$ cat src/rtl/lcd_frame_arbiter.sv
// Arbitrates base, menu and transient-message frames onto the two LCD lines, committing only at frame boundaries.
// Optional blink of the displayed message is enabled with the LCD_MSG_BLINK_EN macro.
module lcd_frame_arbiter #(
    parameter int M_FREQ     = 1,
    parameter int MSG_HOLD_S = 3
) (
    input  logic         mclk,
    input  logic         rst,
    input  logic [127:0] base_a,
    input  logic [127:0] base_b,
    input  logic         menu_valid,
    input  logic [127:0] menu_a,
    input  logic [127:0] menu_b,
    input  logic         msg_req,
    input  logic [127:0] msg_a,
    input  logic [127:0] msg_b,
    output logic         msg_ack,
    output logic         msg_busy,
    input  logic         refresh_done,
    output logic [127:0] lineA,
    output logic [127:0] lineB,
    output logic [1:0]   active_src
);

    localparam logic [127:0] SPACES = {16{8'h20}};
    localparam int HOLD = M_FREQ * MSG_HOLD_S;
    localparam int CW = ($clog2(HOLD + 1) < 1) ? 1 : $clog2(HOLD + 1);
    localparam logic [CW-1:0] HOLD_LAST = CW'(HOLD - 1);

    typedef enum logic [1:0] {
        S_SRC      = 2'd0,
        S_MSG_WAIT = 2'd1,
        S_MSG_SHOW = 2'd2
    } state_t;

    state_t         state_q, state_d;
    logic [CW-1:0]  hold_cnt_q, hold_cnt_d;
    logic [127:0]   buf_a_q, buf_a_d;
    logic [127:0]   buf_b_q, buf_b_d;
    logic [127:0]   line_a_q, line_a_d;
    logic [127:0]   line_b_q, line_b_d;
    logic [1:0]     src_q, src_d;
    logic           ack_q, ack_d;
    logic           busy_q, busy_d;
    logic           msg_blank;
    logic [127:0]   sel_a, sel_b;
    logic [1:0]     sel_src;
    logic           accept;

`ifdef LCD_MSG_BLINK_EN
    localparam int BLINK_HALF = (M_FREQ / 2 < 1) ? 1 : M_FREQ / 2;
    localparam int BW = (BLINK_HALF <= 1) ? 1 : $clog2(BLINK_HALF);
    localparam logic [BW-1:0] BLINK_LAST = BW'(BLINK_HALF - 1);

    logic [BW-1:0] blink_cnt_q, blink_cnt_d;
    logic          blank_q, blank_d;

    // Phase restarts visible on every entry to S_MSG_SHOW and idles cleared otherwise.
    always_comb begin
        blink_cnt_d = '0;
        blank_d     = 1'b0;
        if (state_q == S_MSG_SHOW) begin
            if (blink_cnt_q == BLINK_LAST) begin
                blink_cnt_d = '0;
                blank_d     = ~blank_q;
            end else begin
                blink_cnt_d = blink_cnt_q + BW'(1);
                blank_d     = blank_q;
            end
        end
    end

    always_ff @(posedge mclk) begin
        if (rst) begin
            blink_cnt_q <= '0;
            blank_q     <= 1'b0;
        end else begin
            blink_cnt_q <= blink_cnt_d;
            blank_q     <= blank_d;
        end
    end

    assign msg_blank = blank_q;
`else
    assign msg_blank = 1'b0;
`endif

    // Any held message owns the selection, even before it has been committed.
    always_comb begin
        sel_a   = base_a;
        sel_b   = base_b;
        sel_src = 2'd0;
        if (state_q != S_SRC) begin
            sel_a   = msg_blank ? SPACES : buf_a_q;
            sel_b   = msg_blank ? SPACES : buf_b_q;
            sel_src = 2'd2;
        end else if (menu_valid) begin
            sel_a   = menu_a;
            sel_b   = menu_b;
            sel_src = 2'd1;
        end
    end

    assign accept = msg_req && !busy_q;

    always_comb begin
        state_d    = state_q;
        hold_cnt_d = hold_cnt_q;
        buf_a_d    = buf_a_q;
        buf_b_d    = buf_b_q;
        line_a_d   = line_a_q;
        line_b_d   = line_b_q;
        src_d      = src_q;
        ack_d      = 1'b0;
        busy_d     = busy_q;

        if (refresh_done) begin
            line_a_d = sel_a;
            line_b_d = sel_b;
            src_d    = sel_src;
        end

        case (state_q)
            S_SRC: begin
                if (accept) begin
                    buf_a_d = msg_a;
                    buf_b_d = msg_b;
                    ack_d   = 1'b1;
                    busy_d  = 1'b1;
                    state_d = S_MSG_WAIT;
                end
            end
            S_MSG_WAIT: begin
                if (refresh_done) begin
                    state_d    = S_MSG_SHOW;
                    hold_cnt_d = '0;
                end
            end
            S_MSG_SHOW: begin
                if (hold_cnt_q == HOLD_LAST) begin
                    busy_d     = 1'b0;
                    state_d    = S_SRC;
                    hold_cnt_d = '0;
                end else begin
                    hold_cnt_d = hold_cnt_q + CW'(1);
                end
            end
            default: state_d = S_SRC;
        endcase
    end

    always_ff @(posedge mclk) begin
        if (rst) begin
            state_q    <= S_SRC;
            hold_cnt_q <= '0;
            buf_a_q    <= SPACES;
            buf_b_q    <= SPACES;
            line_a_q   <= SPACES;
            line_b_q   <= SPACES;
            src_q      <= 2'd0;
            ack_q      <= 1'b0;
            busy_q     <= 1'b0;
        end else begin
            state_q    <= state_d;
            hold_cnt_q <= hold_cnt_d;
            buf_a_q    <= buf_a_d;
            buf_b_q    <= buf_b_d;
            line_a_q   <= line_a_d;
            line_b_q   <= line_b_d;
            src_q      <= src_d;
            ack_q      <= ack_d;
            busy_q     <= busy_d;
        end
    end

    assign lineA      = line_a_q;
    assign lineB      = line_b_q;
    assign active_src = src_q;
    assign msg_ack    = ack_q;
    assign msg_busy   = busy_q;

endmodule

$ cat config.mk
export PLATFORM = sky130hd
export DESIGN_NAME = lcd_frame_arbiter
export DESIGN_NICKNAME = d
export VERILOG_FILES = /design/src/rtl/lcd_frame_arbiter.sv
export SDC_FILE = /design/constraint.sdc
export NUM_CORES = 1
export LEC_CHECK = 0
export BUFFER_PORTS_ARGS = -buffer_cell sky130_fd_sc_hd__buf_2
export CORE_AREA = 2 2 398 400
export DETAILED_ROUTE_END_ITERATION = 8
export DIE_AREA = 0 0 400 402
export GPL_TIMING_DRIVEN = 0
export PLACE_DENSITY = 0.32
export SYNTH_ARGS = -nofsm -noshare
export SYNTH_HDL_FRONTEND = slang
export SYNTH_SLANG_ARGS = --single-unit
$ cat constraint.sdc
create_clock -name mclk -period 1.8 [get_ports mclk]
set_clock_uncertainty 0.2 [all_clocks]
set_input_delay 0.27 -clock mclk [delete_from_list [all_inputs] [get_ports mclk]]
set_output_delay 0.27 -clock mclk [all_outputs]
set_load 0.01 [all_outputs]
==> reports/metrics.yaml, run 1 <==
run_status:
  status: "finished with violations"
  failed_checks: "negative setup slack"
synth:
  ys_warn_count: 0
  synth_top_flop_cell: "dfxtp_1"
  synth.ff_latch_count: 520
  post_synth_inst_count: 2890
  synthesis.nets: 3663
  synthArstFlopShare: 0
  synth_area_leader_cell: "dfxtp_1"
  count_of_flip_flops_with_a_built_in_enable_after_synthesis: 0
  biggest_area_contributors_in_the_synthesized_netlist: "dfxtp_1 45%, nand2_1 12%, a21oi_1 10%"
  syn_area_per_cell_um2: 8.00
  yosys.area.top_type_share: 0.450
  synth-seq-area-share: 0.450
  post_synth_design_cell_area_um2: 23100
  synth.distinct_cells: 32
clock_network:
  numCtsBuffers: 72
  clock_sinks: 520
  cts_buffer_depth: 3
  path_clk_slew_ns: 0.06
  cts.htree.levels: 3
  clk_latency_ns: 0.66
  clock_tree.root_cell: "clkbuf_16"
  cts_tree: "done"
placed_design:
  detailedPlace.worstSlack_ns: -2.08
  globalplace.congestion: 0.847
  place_hpwl_um: 127000
  placed_cell_area_um2: 30900
  io_buffer_count: 1030
drt:
  post_drt_wl_per_cell_um: 23.7
  detailedRoute.firstPassIterationCount: 5
  dr_total_vias: 28500
  drtAntennaViolNets: 0
  remaining_drc_errors: 0
  routed_via_count_divided_by_cell_count: 4.10
  detail_route.wirelength_um: 164000
  drtIter0Drc: 1462
sta:
  finalMaxSlewViolations: 0
  setup-violations-final: 351
  grt_setup_unrepaired: "true"
  hold_violations: 0
  worst_slack_ns: -0.163
  max_freq_ghz: 0.509
  post-route-min-period_ns: 1.96
  finalSetupTns_ns: -28.85
  whs_ns: 0.0261
  tightestPinTransition_ns: 0.838
  slew_headroom: 0.442
  final_critical_path_share_of_the_clock_period: 1.09
critical_path:
  worstPathRequired_ns: 2.10
  arrival_ns: 2.26
  delay_of_the_slowest_cell_on_the_worst_path_ns: 0.67
  crit_path_cell_trace: "or4b_4 > clkbuf_16 > clkbuf_16 > nand2_1 > a21oi_1"
  largest_fanout_of_any_net_on_the_critical_path: 6
  critical-path-top-cell-by-count: "clkbuf_16"
  criticalPathCategory: "flop to flop"
  critical-path-slowest-cell: "or4b_4"
  crit_path_start_kind: "flop"
  critPathBufInv: 2
  critical_path.top_delay_family: "simple AND/OR/NAND/NOR gates"
  endpoint_type_of_the_worst_setup_path: "flop"
floorplan:
  dieArea_um2: 161000
  dieWidth_um: 400
  chipHeight_um: 402
  core_area_um2: 157000
  initial_util: 0.147
  io-pin-count: 1033
  fp-row-count: 146
grt:
  largest_net_degree_at_the_start_of_global_routing: 12
  track_usage: 0.194
  grt_first_pass_wirelength_um: 222000
  grt.overflow.total: 0
  number_of_global_route_vias_before_repair: 30400
  grt_antenna_before_repair: 66
hold_path:
  holdCritPathClass: "input port to flop"
cells_and_area:
  design_area_um2: 43000
  areaGrowthSynthToFinish_pct: 85.7
  utilization: 0.273
  layout.nets: 5566
  fraction_of_layout_cells_with_a_size_suffix_above_1: 0.293
power:
  ir_worst_vdd_mv: 0.609
  power.leakage_nw: 17.4
  p_per_area_nw_per_um2: 859
flow_run:
  cap_violations: 0
## cells in the final DEF, fill, tap and decap left out, types with 19 or more instances in the layout
| master | netlist | routed |
|---|---|---|
| nand2_1 | 739 | 721 |
| clkbuf_8 | 0 | 19 |
| nor2b_1 | 33 | 33 |
| clkbuf_1 | 163 | 127 |
| dfxtp_1 | 520 | 517 |
| clkbuf_2 | 0 | 26 |
| clkbuf_16 | 0 | 87 |
| buf_12 | 0 | 25 |
| a211oi_1 | 32 | 30 |
| buf_4 | 22 | 45 |
| nand3b_1 | 33 | 33 |
| dlygate4sd3_1 | 0 | 760 |
| buf_8 | 0 | 22 |
| a21oi_1 | 483 | 471 |
| buf_2 | 89 | 1059 |
| a2bb2oi_2 | 0 | 25 |
| nand2b_1 | 225 | 225 |
| buf_6 | 5 | 21 |
| o21ai_0 | 63 | 55 |
| o211ai_1 | 224 | 224 |
| a2bb2oi_1 | 225 | 199 |
| diode_2 | 0 | 26 |
## synthesized netlist by cell type, types with 2 or more instances
master,n
nor2b_1,33
dfxtp_1,520
buf_4,22
nor2_1,7
buf_1,9
o21ai_0,63
buf_6,5
nand2_1,739
o211ai_1,224
nand3b_1,33
buf_2,89
a21oi_1,483
a31oi_1,2
a2bb2oi_1,225
a211oi_1,32
nand2b_1,225
inv_1,2
clkbuf_1,163
## power by group
part / internal, W / leakage, nW / switching [W]
combinational: 0.00432 / 11.9 / 0.00454
clock: 0.00883 / 1.21 / 0.00624
sequential: 0.0124 / 4.28 / 0.000558
## through the flow
step	instances	total power, W
floorplan	2890	0.0163
global placement	5992	0.0197
detailed placement	5992	0.0197
CTS	6902	0.0372
global route	6941	0.0387
finish	6945	0.0369
## worst paths after layout
kind,start,end,slack (ns),cells after the start
hold / removal,menu_a[47],lineA[47],0.03,4
hold reg to reg,buf_a_q[123],buf_a_q[123],0.25,2
setup / recovery,state_q[1],buf_a_q[90],-0.16,5
setup reg to reg,state_q[1],buf_a_q[90],-0.16,5
## state kept, by name (all words and copies together), names as in the netlist
register	flops
buf_a_q	128
buf_b_q	128
lineA	128
lineB	128
active_src	2
hold_cnt_q	2
state_q	2
msg_ack	1
msg_busy	1
## what timing repair did
action	in CTS	in global routing
cloned	6	12
setup buffers	19	7
pin swaps	30	46
endpoints found under the setup margin	529	508
hold buffers	760	0
hold endpoints to repair	513	0
resized for setup	236	141
## routing by layer
metal	up-vias	wire [µm]	global-route usage
met3	212	10100	0.0497
met1	13400	66200	0.218
met2	898	83200	0.354
met4	16	4620	0.0603
li1	13900	-	-
met5	-	100	0
## cell type report
class / count / area (µm²)
Multi-Input combinational cell: 2079 / 11800
Fill cell: 17400 / 114000
Clock buffer: 98 / 2060
Tap cell: 2072 / 2590
Buffer: 284 / 2130
Timing Repair Buffer: 1833 / 13500
Sequential cell: 520 / 10400
Inverter: 3 / 12.5
Antenna cell: 26 / 65.1
Clock inverter: 30 / 398
## worst min-delay path: cells and delay by family
kind / cells / cell delay [ns]
simple gates: 1 / 0.25
compound gates: 2 / 0.22
buf+inv: 1 / 0.09
## kinds of logic after synthesis
family                 synth area share
AND/OR/NAND/NOR                   0.205
AO/OA/AOI/OAI                     0.288
flip-flops                        0.450
buffers and inverters            0.0572
No activity file was read; power rests on OpenSTA's default activity.
==> run 2, diff against run 1 <==
--- a/config.mk
+++ b/config.mk
@@ -11,6 +11,7 @@
 export DIE_AREA = 0 0 400 402
 export GPL_TIMING_DRIVEN = 0
 export PLACE_DENSITY = 0.32
+export SKIP_CTS_REPAIR_TIMING = 1
 export SYNTH_ARGS = -nofsm -noshare
 export SYNTH_HDL_FRONTEND = slang
 export SYNTH_SLANG_ARGS = --single-unit
==> reports/metrics.yaml, run 2 (synthesized netlist as in run 1, its figures left out) <==
drt:
  detailedRoute.firstPassIterationCount: 5  # unchanged
  routed_via_count_divided_by_cell_count: 4.10  # about the same
  dr.max_layer_used: "met5"
  dr_total_vias: 28500  # -0.032%
  remaining_drc_errors: 0  # unchanged
  drtAntennaViolNets: 0  # unchanged
  detail_route.wirelength_um: 163000  # -0.52%
  wl_met2_um: 84000  # +0.98%
  post_drt_wl_per_cell_um: 23.5  # -0.53%
  drtIter0Drc: 1299  # -11%
  routedLengthMet1_um: 65800  # -0.61%
  met3WireLength_um: 9770  # -3.7%
sta:
  setup-violations-final: 364  # +3.7%
  post-route-min-period_ns: 1.94  # -0.0231 ns
  finalMaxSlewViolations: 0  # unchanged
  final_critical_path_share_of_the_clock_period: 1.08  # -0.0128
  max_freq_ghz: 0.515  # +1.2%
  hold_violations: 1  # +1
  slew_headroom: 0.479  # +0.0370
  worst_slack_ns: -0.140  # +0.0231 ns
  whs_ns: -0.0315  # -0.0577 ns
  tightestPinTransition_ns: 0.782  # -0.0555 ns
  grt_setup_unrepaired: "true"
placed_design:
  place_hpwl_um: 127000  # unchanged
  placed_cell_area_um2: 30900  # unchanged
  io_buffer_count: 1030  # unchanged
  globalplace.congestion: 0.847  # unchanged
power:
  ir_worst_vdd_mv: 0.570  # -6.4%
  p_per_area_nw_per_um2: 860  # +0.15%
  power.leakage_nw: 17.3  # -0.52%
  totalPowerFinal_w: 0.0367  # -0.54%
critical_path:
  worstPathRequired_ns: 2.17  # +0.07 ns
  rr_startpoint: "state_q[0]"
  crit_path_cell_trace: "nor3b_4 > clkbuf_16 > buf_16 > buf_12 > o211ai_1 > a21oi_1"
  crit_path_start_kind: "flop"
  critical_path.top_delay_family: "buffers and inverters"
  largest_fanout_of_any_net_on_the_critical_path: 7  # +1
  criticalPathCategory: "flop to flop"
  delay_of_the_slowest_cell_on_the_worst_path_ns: 0.37  # -0.30 ns
  critical-path-slowest-cell: "dfxtp_4"
  critPathBufInv: 3  # +1
  critical_path_startpoint: "state_q[0]"
  endpoint_type_of_the_worst_setup_path: "flop"
  arrival_ns: 2.31  # +0.05 ns
floorplan:
  fp-row-count: 146  # unchanged
  core_area_um2: 157000  # unchanged
  dieWidth_um: 400  # unchanged
  dieArea_um2: 161000  # unchanged
  initial_util: 0.147  # unchanged
  io-pin-count: 1033  # unchanged
  chipHeight_um: 402  # unchanged
clock_network:
  clock_tree.root_cell: "clkbuf_16"
  clk_latency_ns: 0.67  # about the same
  cts_tree: "done"
  numCtsBuffers: 72  # unchanged
  cts.htree.levels: 3  # unchanged
  path_clk_slew_ns: 0.06  # about the same
  clock_sinks: 520  # unchanged
  cts_buffer_depth: 3  # unchanged
run_status:
  status: "finished with violations"
  failed_checks: "negative hold slack, negative setup slack"
hold_path:
  hold_path.startpoint: "base_b[112]"
  holdCritPathClass: "input port to flop"
grt:
  grt_antenna_before_repair: 68  # +3.0%
  number_of_global_route_vias_before_repair: 26500  # -13%
  largest_net_degree_at_the_start_of_global_routing: 12  # unchanged
  grt.overflow.total: 0  # unchanged
  grt_first_pass_wirelength_um: 209000  # -5.7%
  track_usage: 0.186  # -0.00785
cells_and_area:
  most-common-layout-cells: "1065 x buf_2, 751 x dlygate4sd3_1, 739 x nand2_1"
  final_common_cell: "buf_2"
  utilization: 0.272  # -0.00189
  areaGrowthSynthToFinish_pct: 84.4
  design_area_um2: 42700  # -0.69%
  layout.nets: 5564  # -0.036%
  fraction_of_layout_cells_with_a_size_suffix_above_1: 0.291  # -0.00215
flow_run:
  cap_violations: 0  # unchanged
-- run 2: final timing paths --
path                            cells after the start  slack [ns]      endpoint
worst max-delay path                                6       -0.14     lineA[52]
worst min-delay path                                3       -0.03    lineB[112]
worst max register to register                      6       -0.14     lineA[52]
worst min register to register                      2        0.25  buf_a_q[123]
-- run 2: stage by stage --
| stage | setup TNS [ns] | std cells | setup WS, ns |
|---|---|---|---|
| after floorplan | 0 | 2890 | 0.0416 |
| after global routing | -56.89 | 6936 | -0.246 |
| after CTS | -410.73 | 6120 | -1.33 |
| final | -25.69 | 6946 | -0.140 |
| after detailed placement | -614.48 | 5992 | -2.08 |
| after global placement | -661.74 | 5992 | -2.10 |
-- run 2: metal layers --
| metal | vias to the layer above | track usage |
|---|---|---|
| met3 | 219 | 0.0565 |
| li1 | 13900 | - |
| met2 | 923 | 0.338 |
| met1 | 13400 | 0.207 |
| met4 | 10 | 0.0535 |
| met5 | - | 0 |
-- run 2: final cells by class --
cell class,instances,area (µm²)
antenna,29,72.6
buffer,285,2110
clock buffer,98,2060
clock inverter,30,398
fill,17400,114000
inverter,3,15.0
multi-input combinational,2079,11600
sequential,520,10400
tap,2072,2590
timing repair buffer,1830,13400
-- run 2: worst register-to-register path: cells and delay by family (launching register included) --
| kind | cells | cell delay (ns) |
|---|---|---|
| and+or+nand+nor | 1 | 0.22 |
| buffers and inverters | 3 | 0.58 |
| AOI/OAI and AO/OA | 2 | 0.50 |
| DFF | 1 | 0.37 |
-- run 2: report_power, final --
group	internal, W	switching (W)
combinational	0.00422	0.00448
clock	0.00884	0.00621
sequential	0.0124	0.000541
==> run 3, diff against run 2 <==
--- a/config.mk
+++ b/config.mk
@@ -7,6 +7,7 @@
 export LEC_CHECK = 0
 export BUFFER_PORTS_ARGS = -buffer_cell sky130_fd_sc_hd__buf_2
 export CORE_AREA = 2 2 398 400
+export CTS_BUF_LIST = sky130_fd_sc_hd__clkbuf_8 sky130_fd_sc_hd__clkbuf_16
 export DETAILED_ROUTE_END_ITERATION = 8
 export DIE_AREA = 0 0 400 402
 export GPL_TIMING_DRIVEN = 0
==> reports/metrics.yaml, run 3 (synthesized netlist as in run 1, its figures left out) <==
run_status:
  status: "finished with violations"
  failed_checks: "negative hold slack, negative setup slack"
clock_network:
  cts_buffer_depth: 3  # unchanged
  cts_tree: "done"
  path_clk_slew_ns: 0.06  # about the same
  clock_sinks: 520  # unchanged
  numCtsBuffers: 72  # unchanged
  cts.htree.levels: 3  # unchanged
  clk_latency_ns: 0.67  # about the same
  clock_tree.root_cell: "clkbuf_16"
placed_design:
  placed_cells: 5992  # unchanged
  detailedPlace.worstSlack_ns: -2.08  # unchanged
  globalplace.congestion: 0.847  # unchanged
  io_buffer_count: 1030  # unchanged
  place_hpwl_um: 127000  # unchanged
grt:
  track_usage: 0.186  # unchanged
  grt_antenna_before_repair: 68  # unchanged
  grt_first_pass_wirelength_um: 209000  # unchanged
  largest_net_degree_at_the_start_of_global_routing: 12  # unchanged
  grt.overflow.total: 0  # unchanged
  number_of_global_route_vias_before_repair: 26500  # unchanged
power:
  p_per_area_nw_per_um2: 859  # -0.14%
  ir_worst_vdd_mv: 0.570  # about the same
  power.leakage_nw: 17.4  # +0.24%
drt:
  remaining_drc_errors: 0  # unchanged
  wl_met2_um: 83900  # -0.16%
  dr.max_layer_used: "met5"
  met3WireLength_um: 9960  # +2.0%
  routed_via_count_divided_by_cell_count: 4.10  # about the same
  detail_route.wirelength_um: 163000  # about the same
  dr_total_vias: 28500  # -0.063%
  post_drt_wl_per_cell_um: 23.5  # about the same
  detailedRoute.firstPassIterationCount: 5  # unchanged
  drtAntennaViolNets: 0  # unchanged
  routedLengthMet1_um: 65600  # -0.26%
  drtIter0Drc: 1346  # +3.6%
sta:
  hold_violations: 2  # +1
  post-route-min-period_ns: 1.94  # -0.00279 ns
  whs_ns: -0.0318  # -0.000272 ns
  setup-violations-final: 364  # unchanged
  final_critical_path_share_of_the_clock_period: 1.08  # -0.00155
  tightestPinTransition_ns: 0.765  # -0.0172 ns
  worst_slack_ns: -0.137  # +0.00279 ns
  max_freq_ghz: 0.516  # +0.14%
  finalSetupTns_ns: -25.89  # -0.197 ns
  grt_setup_unrepaired: "true"
  slew_headroom: 0.490  # +0.0114
  finalMaxSlewViolations: 0  # unchanged
floorplan:
  dieArea_um2: 161000  # unchanged
  core_area_um2: 157000  # unchanged
  chipHeight_um: 402  # unchanged
  initial_util: 0.147  # unchanged
  fp-row-count: 146  # unchanged
  io-pin-count: 1033  # unchanged
  dieWidth_um: 400  # unchanged
critical_path:
  worstPathRequired_ns: 2.17  # about the same
  crit_path_start_kind: "flop"
  largest_fanout_of_any_net_on_the_critical_path: 7  # unchanged
  arrival_ns: 2.31  # about the same
  endpoint_type_of_the_worst_setup_path: "flop"
  criticalPathCategory: "flop to flop"
cells_and_area:
  fraction_of_layout_cells_with_a_size_suffix_above_1: 0.291  # unchanged
  areaGrowthSynthToFinish_pct: 84.4  # about the same
  filler_cell_count: 17400  # +0.011%
  finalNonFillerCells: 6944  # -0.029%
  most-common-layout-cells: "1065 x buf_2, 751 x dlygate4sd3_1, 739 x nand2_1"
  final_common_cell: "buf_2"
  utilization: 0.272  # about the same
  layout.nets: 5564  # unchanged
flow_run:
  cap_violations: 0  # unchanged
hold_path:
  holdCritPathClass: "input port to flop"
==> run 3: cell count changes in the layout (fill, tap and decap cells not counted) <==
cell	change
diode_2	-2
inv_1	+10
clkbuf_1	-10
==> run 3: metrics by stage <==
stage / power (W) / cell area [µm²]
2_1_floorplan: 0.0163 / 23100
3_3_place_gp: 0.0197 / 30900
3_5_place_dp: 0.0197 / 30900
4_1_cts: 0.0351 / 33300
5_1_grt: 0.0385 / 42600
6_report: 0.0366 / 42700
==> run 3: worst max-delay path, cell delays in order (launching register included) <==
cell and delay (ns):
dfxtp_4 0.37, nor3b_4 0.22, clkbuf_16 0.24, buf_16 0.17, buf_12 0.14, o211ai_1 0.28, a21oi_1 0.22
==> run 3: report_power, final <==
group | total [W] | switching, W | internal, W
sequential | 0.0130 | 0.000540 | 0.0124
combinational | 0.00870 | 0.00448 | 0.00422
clock | 0.0150 | 0.00621 | 0.00878
total | 0.0366 | 0.0112 | 0.0254
==> run 3: worst paths after layout <==
check	from	endpoint	slack, ns	cells after the start
min	base_b[112]	lineB[112]	-0.03	3
max	state_q[0]	lineA[52]	-0.14	6
min reg2reg	buf_a_q[123]	buf_a_q[123]	0.25	2
max reg2reg	state_q[0]	lineA[52]	-0.14	6
==> run 3: cell type report <==
cell class,count,area [µm²],share of cell area
timing repair buffer,1830,13400,0.314
clock inverter,40,435,0.0102
inverter,3,15.0,0.000352
tap,2072,2590,0.0608
multi-input combinational,2079,11600,0.272
clock buffer,88,2020,0.0474
buffer,285,2110,0.0496
antenna,27,67.6,0.00158
sequential,520,10400,0.244
==> run 3: metal layers <==
layer	up-vias	global-route usage
met4	10	0.0535
li1	13900	-
met2	932	0.338
met3	229	0.0565
met5	-	0
met1	13400	0.207
